--- src/rtl/gameover_pkg.sv ---
// Shared types and banner geometry for the end-of-game banner controller.
package gameover_pkg;

  typedef enum logic [1:0] {W_P1, W_P2, W_DRAW} winner_t;
  typedef enum logic [1:0] {IDLE, SHOW, ARMED, DONE} state_t;

  localparam int P1_W  = 200;
  localparam int P1_H  = 34;
  localparam int P2_W  = 200;
  localparam int P2_H  = 34;
  localparam int DR_W  = 201;
  localparam int DR_H  = 56;
  localparam int P_AW  = 13;
  localparam int DR_AW = 14;

  // 00 is not a legal winner code; it falls back to a draw.
  function automatic winner_t decode_winner(input logic [1:0] code);
    case (code)
      2'b01:   return W_P1;
      2'b10:   return W_P2;
      default: return W_DRAW;
    endcase
  endfunction

endpackage

--- src/rtl/gameover_addr_gen.sv ---
// Window test and linear ROM address for one banner anchored at (X0, Y0).
module gameover_addr_gen #(
  parameter int X0 = 300,
  parameter int Y0 = 250,
  parameter int W  = 200,
  parameter int H  = 34,
  parameter int AW = 13
) (
  input  logic [10:0]   hcount,
  input  logic [10:0]   vcount,
  output logic [AW-1:0] addr,
  output logic          in_win
);

  logic [10:0] rel_x;
  logic [10:0] rel_y;

  // Pixels left of / above the origin wrap to large values and fail the test.
  always_comb begin
    rel_x  = hcount - 11'(X0);
    rel_y  = vcount - 11'(Y0);
    in_win = (rel_x < 11'(W)) && (rel_y < 11'(H));
    addr   = '0;
    if (in_win) begin
      addr = AW'(rel_y) * AW'(W) + AW'(rel_x);
    end
  end

endmodule

--- src/rtl/gameover_ctrl.sv ---
// End-of-game banner sequencer and VGA overlay.
// Optional: define GAMEOVER_BLINK_EN to blink the banner in ARMED every 30 frames.
module gameover_ctrl
  import gameover_pkg::*;
#(
  parameter int          BANNER_X    = 300,
  parameter int          BANNER_Y    = 250,
  parameter int          HOLD_FRAMES = 120,
  parameter logic [11:0] KEY_COLOR   = 12'hF0F
) (
  input  logic               clk,
  input  logic               rst_n,
  input  logic [10:0]        hcount_in,
  input  logic [10:0]        vcount_in,
  input  logic               hsync_in,
  input  logic               vsync_in,
  input  logic               hblnk_in,
  input  logic               vblnk_in,
  input  logic [11:0]        rgb_in,
  input  logic               game_over,
  input  logic [1:0]         winner,
  input  logic               restart_req,
  output logic [P_AW-1:0]    addr_p1,
  output logic [P_AW-1:0]    addr_p2,
  output logic [DR_AW-1:0]   addr_dr,
  input  logic [11:0]        rgb_p1,
  input  logic [11:0]        rgb_p2,
  input  logic [11:0]        rgb_draw,
  output logic [10:0]        hcount_out,
  output logic [10:0]        vcount_out,
  output logic               hsync_out,
  output logic               vsync_out,
  output logic               hblnk_out,
  output logic               vblnk_out,
  output logic [11:0]        rgb_out,
  output logic               banner_active,
  output logic               restart
);

  state_t      state_q, state_d;
  winner_t     winner_q, winner_d;
  winner_t     sel_q;
  logic [7:0]  frame_cnt_q, frame_cnt_d;
  logic        de_q, de_d;
  logic [10:0] hcount_q, vcount_q;
  logic        hsync_q, vsync_q, hblnk_q, vblnk_q;
  logic [11:0] rgb_in_q;
  logic        win_q, win_d;
  logic        in_p1, in_p2, in_dr;
  logic        vsync_rise, vblnk_rise;
  logic        show_banner;
  logic [11:0] rom_px;

  gameover_addr_gen #(.X0(BANNER_X), .Y0(BANNER_Y), .W(P1_W), .H(P1_H), .AW(P_AW)) u_addr_p1 (
    .hcount(hcount_in), .vcount(vcount_in), .addr(addr_p1), .in_win(in_p1)
  );
  gameover_addr_gen #(.X0(BANNER_X), .Y0(BANNER_Y), .W(P2_W), .H(P2_H), .AW(P_AW)) u_addr_p2 (
    .hcount(hcount_in), .vcount(vcount_in), .addr(addr_p2), .in_win(in_p2)
  );
  gameover_addr_gen #(.X0(BANNER_X), .Y0(BANNER_Y), .W(DR_W), .H(DR_H), .AW(DR_AW)) u_addr_dr (
    .hcount(hcount_in), .vcount(vcount_in), .addr(addr_dr), .in_win(in_dr)
  );

  // The delayed timing flops double as the previous-cycle samples for edge detection.
  assign vsync_rise    = vsync_in & ~vsync_q;
  assign vblnk_rise    = vblnk_in & ~vblnk_q;
  assign banner_active = (state_q == SHOW) || (state_q == ARMED);
  assign restart       = (state_q == DONE);

  always_comb begin
    state_d     = state_q;
    winner_d    = winner_q;
    frame_cnt_d = frame_cnt_q;
    case (state_q)
      IDLE: begin
        frame_cnt_d = '0;
        if (game_over) begin
          state_d  = SHOW;
          winner_d = decode_winner(winner);
        end
      end
      SHOW: begin
        if (vsync_rise) begin
          frame_cnt_d = frame_cnt_q + 8'd1;
          if (frame_cnt_q + 8'd1 == 8'(HOLD_FRAMES)) begin
            state_d = ARMED;
          end
        end
      end
      ARMED: begin
        if (restart_req) begin
          state_d = DONE;
        end
      end
      DONE: begin
        state_d     = IDLE;
        frame_cnt_d = '0;
      end
      default: state_d = IDLE;
    endcase
  end

`ifdef GAMEOVER_BLINK_EN
  localparam logic [4:0] BLINK_LAST = 5'd29;
  logic [4:0] blink_cnt_q, blink_cnt_d;
  logic       blink_vis_q, blink_vis_d;

  // Outside ARMED the blink phase is held at "visible, count 0" so entry starts visible.
  always_comb begin
    blink_cnt_d = blink_cnt_q;
    blink_vis_d = blink_vis_q;
    if (state_q != ARMED) begin
      blink_cnt_d = '0;
      blink_vis_d = 1'b1;
    end else if (vsync_rise) begin
      if (blink_cnt_q == BLINK_LAST) begin
        blink_cnt_d = '0;
        blink_vis_d = ~blink_vis_q;
      end else begin
        blink_cnt_d = blink_cnt_q + 5'd1;
      end
    end
  end

  always_ff @(posedge clk or negedge rst_n) begin
    if (!rst_n) begin
      blink_cnt_q <= '0;
      blink_vis_q <= 1'b1;
    end else begin
      blink_cnt_q <= blink_cnt_d;
      blink_vis_q <= blink_vis_d;
    end
  end

  assign show_banner = (state_q == SHOW) || ((state_q == ARMED) && blink_vis_q);
`else
  assign show_banner = banner_active;
`endif

  // Enable only changes at the start of vertical blanking so a frame is never torn.
  always_comb begin
    de_d = de_q;
    if (vblnk_rise) begin
      de_d = show_banner;
    end
    case (winner_q)
      W_P1:    win_d = in_p1;
      W_P2:    win_d = in_p2;
      default: win_d = in_dr;
    endcase
  end

  always_ff @(posedge clk or negedge rst_n) begin
    if (!rst_n) begin
      state_q     <= IDLE;
      winner_q    <= W_DRAW;
      sel_q       <= W_DRAW;
      frame_cnt_q <= '0;
      de_q        <= 1'b0;
      hcount_q    <= '0;
      vcount_q    <= '0;
      hsync_q     <= 1'b0;
      vsync_q     <= 1'b0;
      hblnk_q     <= 1'b0;
      vblnk_q     <= 1'b0;
      rgb_in_q    <= '0;
      win_q       <= 1'b0;
    end else begin
      state_q     <= state_d;
      winner_q    <= winner_d;
      sel_q       <= winner_q;
      frame_cnt_q <= frame_cnt_d;
      de_q        <= de_d;
      hcount_q    <= hcount_in;
      vcount_q    <= vcount_in;
      hsync_q     <= hsync_in;
      vsync_q     <= vsync_in;
      hblnk_q     <= hblnk_in;
      vblnk_q     <= vblnk_in;
      rgb_in_q    <= rgb_in;
      win_q       <= win_d;
    end
  end

  // Stage 1: ROM data arrives aligned with the delayed timing.
  always_comb begin
    case (sel_q)
      W_P1:    rom_px = rgb_p1;
      W_P2:    rom_px = rgb_p2;
      default: rom_px = rgb_draw;
    endcase
    if (hblnk_q || vblnk_q) begin
      rgb_out = '0;
    end else if (de_q && win_q && (rom_px != KEY_COLOR)) begin
      rgb_out = rom_px;
    end else begin
      rgb_out = rgb_in_q;
    end
  end

  assign hcount_out = hcount_q;
  assign vcount_out = vcount_q;
  assign hsync_out  = hsync_q;
  assign vsync_out  = vsync_q;
  assign hblnk_out  = hblnk_q;
  assign vblnk_out  = vblnk_q;

endmodule

--- config.mk ---
export PLATFORM = sky130hd
export DESIGN_NAME = gameover_ctrl
export DESIGN_NICKNAME = d
export VERILOG_FILES = /design/src/rtl/gameover_pkg.sv /design/src/rtl/gameover_addr_gen.sv /design/src/rtl/gameover_ctrl.sv
export SDC_FILE = /design/constraint.sdc
export NUM_CORES = 1
export LEC_CHECK = 0
export CELL_PAD_IN_SITES_DETAIL_PLACEMENT = 0
export CELL_PAD_IN_SITES_GLOBAL_PLACEMENT = 1
export CORE_ASPECT_RATIO = 1.75
export CORE_UTILIZATION = 35
export DETAILED_ROUTE_END_ITERATION = 16
export PLACE_DENSITY_LB_ADDON = 0.3
export SETUP_SLACK_MARGIN = 0.05
export SYNTH_ARGS = -nofsm -noshare
export SYNTH_HDL_FRONTEND = slang
export SYNTH_SLANG_ARGS = --single-unit
--- constraint.sdc ---
create_clock -name clk -period 10.2 [get_ports clk]
set_input_delay 1.02 -clock clk [delete_from_list [all_inputs] [get_ports clk]]
set_output_delay 1.02 -clock clk [all_outputs]
set_load 0.05 [all_outputs]
After elaboration in Yosys (flattened, before gate mapping)
Cells that the tools add are included.
Operators by class
  multiplexer cells: 14
  equal/unequal tests: 13
  reductions and logical operators: 15
  add/sub/neg operators: 5
  multiply operators: 2
  bitwise logic cells: 4
  magnitude comparators: 4
Operators by type and width (number)
  12-bit two-way mux: 2
  12-bit one-hot mux with 2 select lines: 1
  11-bit by 6-bit < comparator with 1-bit output, second input constant: 2
  11-bit by 8-bit < comparator with 1-bit output, second input constant: 2
  8-bit one-hot mux with 2 select lines: 1
  14-bit by 11-bit adder with 14-bit output: 1
  11-bit by 8-bit multiplier with 14-bit output, second input constant: 1
  14-bit two-way mux: 1
  13-bit by 11-bit adder with 13-bit output: 1
  13-bit two-way mux: 1
  12-bit inequality test, second input constant: 1
  11-bit by 5-bit multiplier with 10-bit output, second input constant: 1
  11-bit by 8-bit subtractor with 11-bit output, second input constant: 1
  11-bit by 9-bit subtractor with 11-bit output, second input constant: 1
  8-bit by 1-bit adder with 8-bit output, second input constant: 1
  2-bit by 1-bit equality test with 1-bit output, second input constant: 4
  8-bit by 7-bit equality test with 1-bit output, second input constant: 1
  2-bit two-way mux: 4
  8-bit two-way mux: 1
  2-bit one-hot mux with 4 select lines: 1
  2-bit equality test, second input constant: 3
  2-bit logical NOT: 3
  2-bit inequality test, second input constant: 3
  1-bit logical AND: 4
  10 further kinds: 15
Storage, ports and cells
  input bits: 80
  bits in registers: 54
  word-level logic and storage cells: 70
  output and inout bits: 80

Logic depth before layout (Yosys ltp)
  depth after elaboration: 6
  mapped depth: 18
  mapped depth without buffers: 18

Hierarchy
A second synthesis with hierarchy kept.
Second synthesis, totals
  cell total of the unflattened synthesis: 795
  area total of the unflattened synthesis: 7059.3 um^2
Modules (own cells, without submodules)
  gameover_ctrl: area an instance 2449.8 um^2, sequential area each 1353.8 um^2, cells an instance 211, instances 1
  gameover_addr_gen at u_addr_dr: area an instance 2029.4 um^2, sequential area each 0.0 um^2, cells an instance 241, instances 1
  gameover_addr_gen at u_addr_p1: area an instance 1382.6 um^2, sequential area each 0.0 um^2, cells an instance 193, instances 1
  gameover_addr_gen at u_addr_p2: area an instance 1197.4 um^2, sequential area each 0.0 um^2, cells an instance 150, instances 1

Least setup slack after synthesis
OpenSTA, ideal clock, no wires.
  path type: input -> output
  start point: input port vcount_in[1]
  end point: output port addr_dr[12]
  cell stages on the path: 15
  data arrival time: 5.887 ns
  setup slack: 3.293 ns
  data required time: 9.180 ns
  path through: inv_1 ha_1 nand3b_1 xor2_1 fa_1 inv_1 fa_1 inv_1 fa_1 inv_1 ha_1 a21o_1 a31o_2 a2111o_1 a211oi_1
Between the ends
  longest elaborated chain between the ends: 4
  elaborated cells between the ends (all ways): 6
RTL lines
  start: declaration: RTL line gameover_ctrl.sv:14  | input logic [10:0] vcount_in,
  11-bit by 8-bit subtractor with 11-bit output *: RTL line gameover_addr_gen.sv:21  | rel_y = vcount - 11'(Y0);
  11-bit by 8-bit multiplier with 14-bit output / 11-bit by 6-bit < comparator with 1-bit output (equally long branches): RTL line gameover_addr_gen.sv:25, gameover_addr_gen.sv:22
  14-bit by 11-bit adder with 14-bit output / 1-bit logical AND (equally long branches): RTL line gameover_addr_gen.sv:25, gameover_addr_gen.sv:22
  14-bit two-way mux *: RTL line gameover_addr_gen.sv:24  | if (in_win) begin
  end: declaration: RTL line gameover_ctrl.sv:25  | output logic [DR_AW-1:0] addr_dr,
Every way passes the cells marked *; elsewhere a longest branch is shown, timed or not.

Worst setup path after layout
  start point: input port vcount_in[1]
  end point: output port addr_dr[13]
Same word-level chain as after synthesis.

==> flow_metrics.tcl <==
set metrics [dict create \
    post-route-drc-count 0 \
    vdd_drop_max_uv 180.8 \
    async_flop_share_pct 100.0 \
    hold_violations 0 \
    cts_tree "done" \
    postRouteAntennaNets 0 \
    globalRouteOverflowTotal 0 \
    finalNetCount 870 \
    netlist_area_um2 5139 \
    setup_tns_ps 0 \
    p_leak_nw 3.092 \
    first_pass_iters 4 \
    setup_viol 0 \
    rsz0062_at_grt "no" \
    drt-total-wl_um 13820 \
    dpl-instance-area_um2 6818 \
    htree_levels 2 \
    yosys_warnings 0 \
    finalMaxSlewViolations 0 \
    area_delta_synth_final_pct 36.04 \
    hp-start "winner_q[0]$_DFFE_PN0P_" \
    boundaryPins 160 \
    postLayoutSetupSlackWorst_ps 2293 \
    fin_crit_ps 7907 \
    tightest_slew_ps 992.4 \
    fin_skew_ps 8.479 \
    status "completed" \
    gp_congestion 0.8698 \
    via_count 4313 \
    drive_above_1_share_pct 3.720 \
    final_area_um2 6990 \
    critPathMaxStageDelay_ps 810 \
    drt-initial-drc-count 99 \
    period_share_pct 77.52 \
    numPortBuffers 159 \
    ctsLongestPathBuffers 2 \
    path_cells "clkdlybuf4s50_1 -> inv_1 -> ha_1 -> nand3b_1 -> xor2_1 -> inv_1 -> ha_1 -> ha_1 -> xor2_1 -> fa_1 -> inv_1 -> fa_1 -> inv_1 -> ha_1 -> nor2b_1 -> nand2_1 -> o31ai_1 -> xnor2_1 -> nor2_1 -> clkdlybuf4s50_1" \
    grt.total_usage_pct 19.04 \
    p_per_area_nw_per_um2 173.4 \
    grt_pass1_vias 4654 \
    antenna_found_initial 0 \
    dp_hpwl_um 11910 \
    initial_core_util_pct 35.76 \
    cts_resized 0 \
    yosys_register_bits 54 \
    ys.flop_type "dfrtp_1" \
    r2r_slack_ps 7930 \
    cts.sinks 54 \
    startpoint "vcount_in[1]" \
    drv_cap 0 \
    core_region_area_um2 14370 \
    die_w_um 93.60 \
    syn_area_per_cell_um2 9.276 \
    cts_buffers 5 \
    cp-end-kind "output pin" \
    synth_cell_types 54 \
    crit_type "primary input to output pin" \
    clkLatencyLatePin_ps 290 \
    fmax_mhz 126.5 \
    cp_max_fo 7 \
    cp.required_ps 9180 \
    timing.rr.start "frame_cnt_q[2]$_DFFE_PN0P_" \
    grt_pass1_wl_um 22330 \
    synth-seq-area-share_pct 26.35 \
    antenna_cells 0 \
    cp_data_arrival_time_ps 6890 \
    die_area_um2 15190 \
    syn_nets 726 \
    fillers 1404 \
    fp.dieH_um 162.3 \
    clockRootBuffer "clkbuf_16" \
    grt_max_degree 55 \
    clk_pin_slew_worst_paths_ps 70 \
    relSlewSlack_pct 33.63 \
    postCtsSetupRepairBufs 0 \
    avgViaCountPerCell 4.907 \
    cp-start-kind "primary input" \
    netlist_instances 554 \
    post-place-ws_ps 2272 \
    cpMaxStageDelayCell "clkdlybuf4s50_1" \
    hold_class "register to register" \
    wl_per_cell_um 15.72 \
    ctsHoldBuffers 0 \
    whs_ps 387.4 \
    row_count 58 \
    synth-edff-count 0 \
    fin_util_pct 48.65 \
]
[placed cells by master (no fill, tap or decap), types with 7 or more instances in the layout]
cell / n
clkdlybuf4s50_1: 158
inv_1: 75
ha_1: 71
nor2_1: 58
dfrtp_1: 52
xnor2_1: 36
o21ai_0: 28
nand2_1: 27
mux2i_1: 25
fa_1: 21
a21oi_1: 16
xor2_1: 12
a21o_1: 9
nand3_1: 7
nor3_1: 7
nor2b_1: 7
[power by group]
group	switching (mW)	leakage (nW)	total (mW)	internal [mW]
sequential	0.00798	0.643	0.235	0.227
clock	0.0729	0.0841	0.196	0.123
combinational	0.426	2.36	0.782	0.356
[flip-flops by register name, indices dropped and copies added, names as in the netlist]
register and count:
hblnk_out 1, winner_q 2, win_q 1, frame_cnt_q 8, vcount_out 11, de_q 1, hsync_out 1, hcount_out 11
rgb_in_q 12, vblnk_out 1, state_q 2, sel_q 2, vsync_out 1
[cells by family after synthesis]
group                    after synthesis  share of synthesized area [%]
AND/OR/NAND/NOR                      134                          12.20
buffers and inverters                 98                          8.327
AO/OA/AOI/OAI                         97                          12.86
adder cells (fa/ha/maj)               92                          25.47
flip-flops                            54                          26.35
XOR/XNOR                              50                          9.058
multiplexers                          29                          5.746
[critical path, delay by kind of cell]
kind | cells | cell delay (ps)
AOI/OAI and AO/OA | 1 | 250
buffers and inverters | 6 | 1990
xor gates and xnor gates | 3 | 640
and+or+nand+nor | 4 | 600
adders and majority gates | 6 | 2380
[synthesized netlist by cell type (3+ instances only)]
library cell / count / area, µm²
a31oi_1: 3 / 18.77
or2_2: 3 / 18.77
nor2b_1: 7 / 43.79
clkbuf_1: 6 / 22.52
o21bai_1: 5 / 37.54
o21a_1: 5 / 37.54
and3_1: 3 / 18.77
buf_4: 13 / 97.59
mux2i_1: 25 / 250.2
buf_2: 3 / 15.01
a211oi_1: 4 / 30.03
nand2_1: 27 / 101.4
nand2b_1: 4 / 25.02
xnor2_1: 36 / 315.3
nor2_1: 58 / 217.7
o21ai_0: 28 / 140.1
a21boi_0: 3 / 22.52
inv_1: 75 / 281.5
a21o_1: 9 / 67.56
ha_1: 71 / 888.4
mux2_2: 4 / 45.04
xor2_1: 12 / 105.1
dfrtp_1: 52 / 1301
a21oi_1: 16 / 80.08
nor3_1: 7 / 35.03
o31ai_1: 5 / 37.54
and2_1: 4 / 25.02
o2111ai_1: 3 / 26.28
fa_1: 21 / 420.4
nand3_1: 7 / 35.03
[final cells by class]
class                           count  area [µm²]  area share, %
Inverter                           75       281.5          4.027
Timing Repair Buffer              160        1594          22.80
Clock inverter                      1       30.03         0.4296
Tap cell                          180       225.2          3.222
Multi-Input combinational cell    402        3363          48.11
Clock buffer                        7       142.6          2.040
Sequential cell                    54        1354          19.37
[stage by stage]
| step | total power, mW | cells |
|---|---|---|
| after floorplan | 0.8410 | 554 |
| final | 1.212 | 879 |
| after global routing | 1.339 | 879 |
| after CTS | 1.235 | 879 |
| after global placement | 1.021 | 871 |
| after detailed placement | 1.033 | 871 |
[final timing paths]
path,to,cells past startpoint
max in group asynchronous,hcount_out[2]$_DFF_PN0_,2
hold reg to reg,sel_q[0]$_DFF_PN0_,0
setup reg to reg,state_q[1]$_DFFE_PN0P_,6
hold / removal,sel_q[0]$_DFF_PN0_,0
setup / recovery,addr_dr[13],20
min in group asynchronous,hsync_out$_DFF_PN0_,2
[layer usage]
layer	wire length, µm	GRT usage [%]
met1	4878	18.03
met2	7943	39.97
met3	647	1.873
met4	348	7.133
met5	0	0
(Power assumes the default switching activity.)
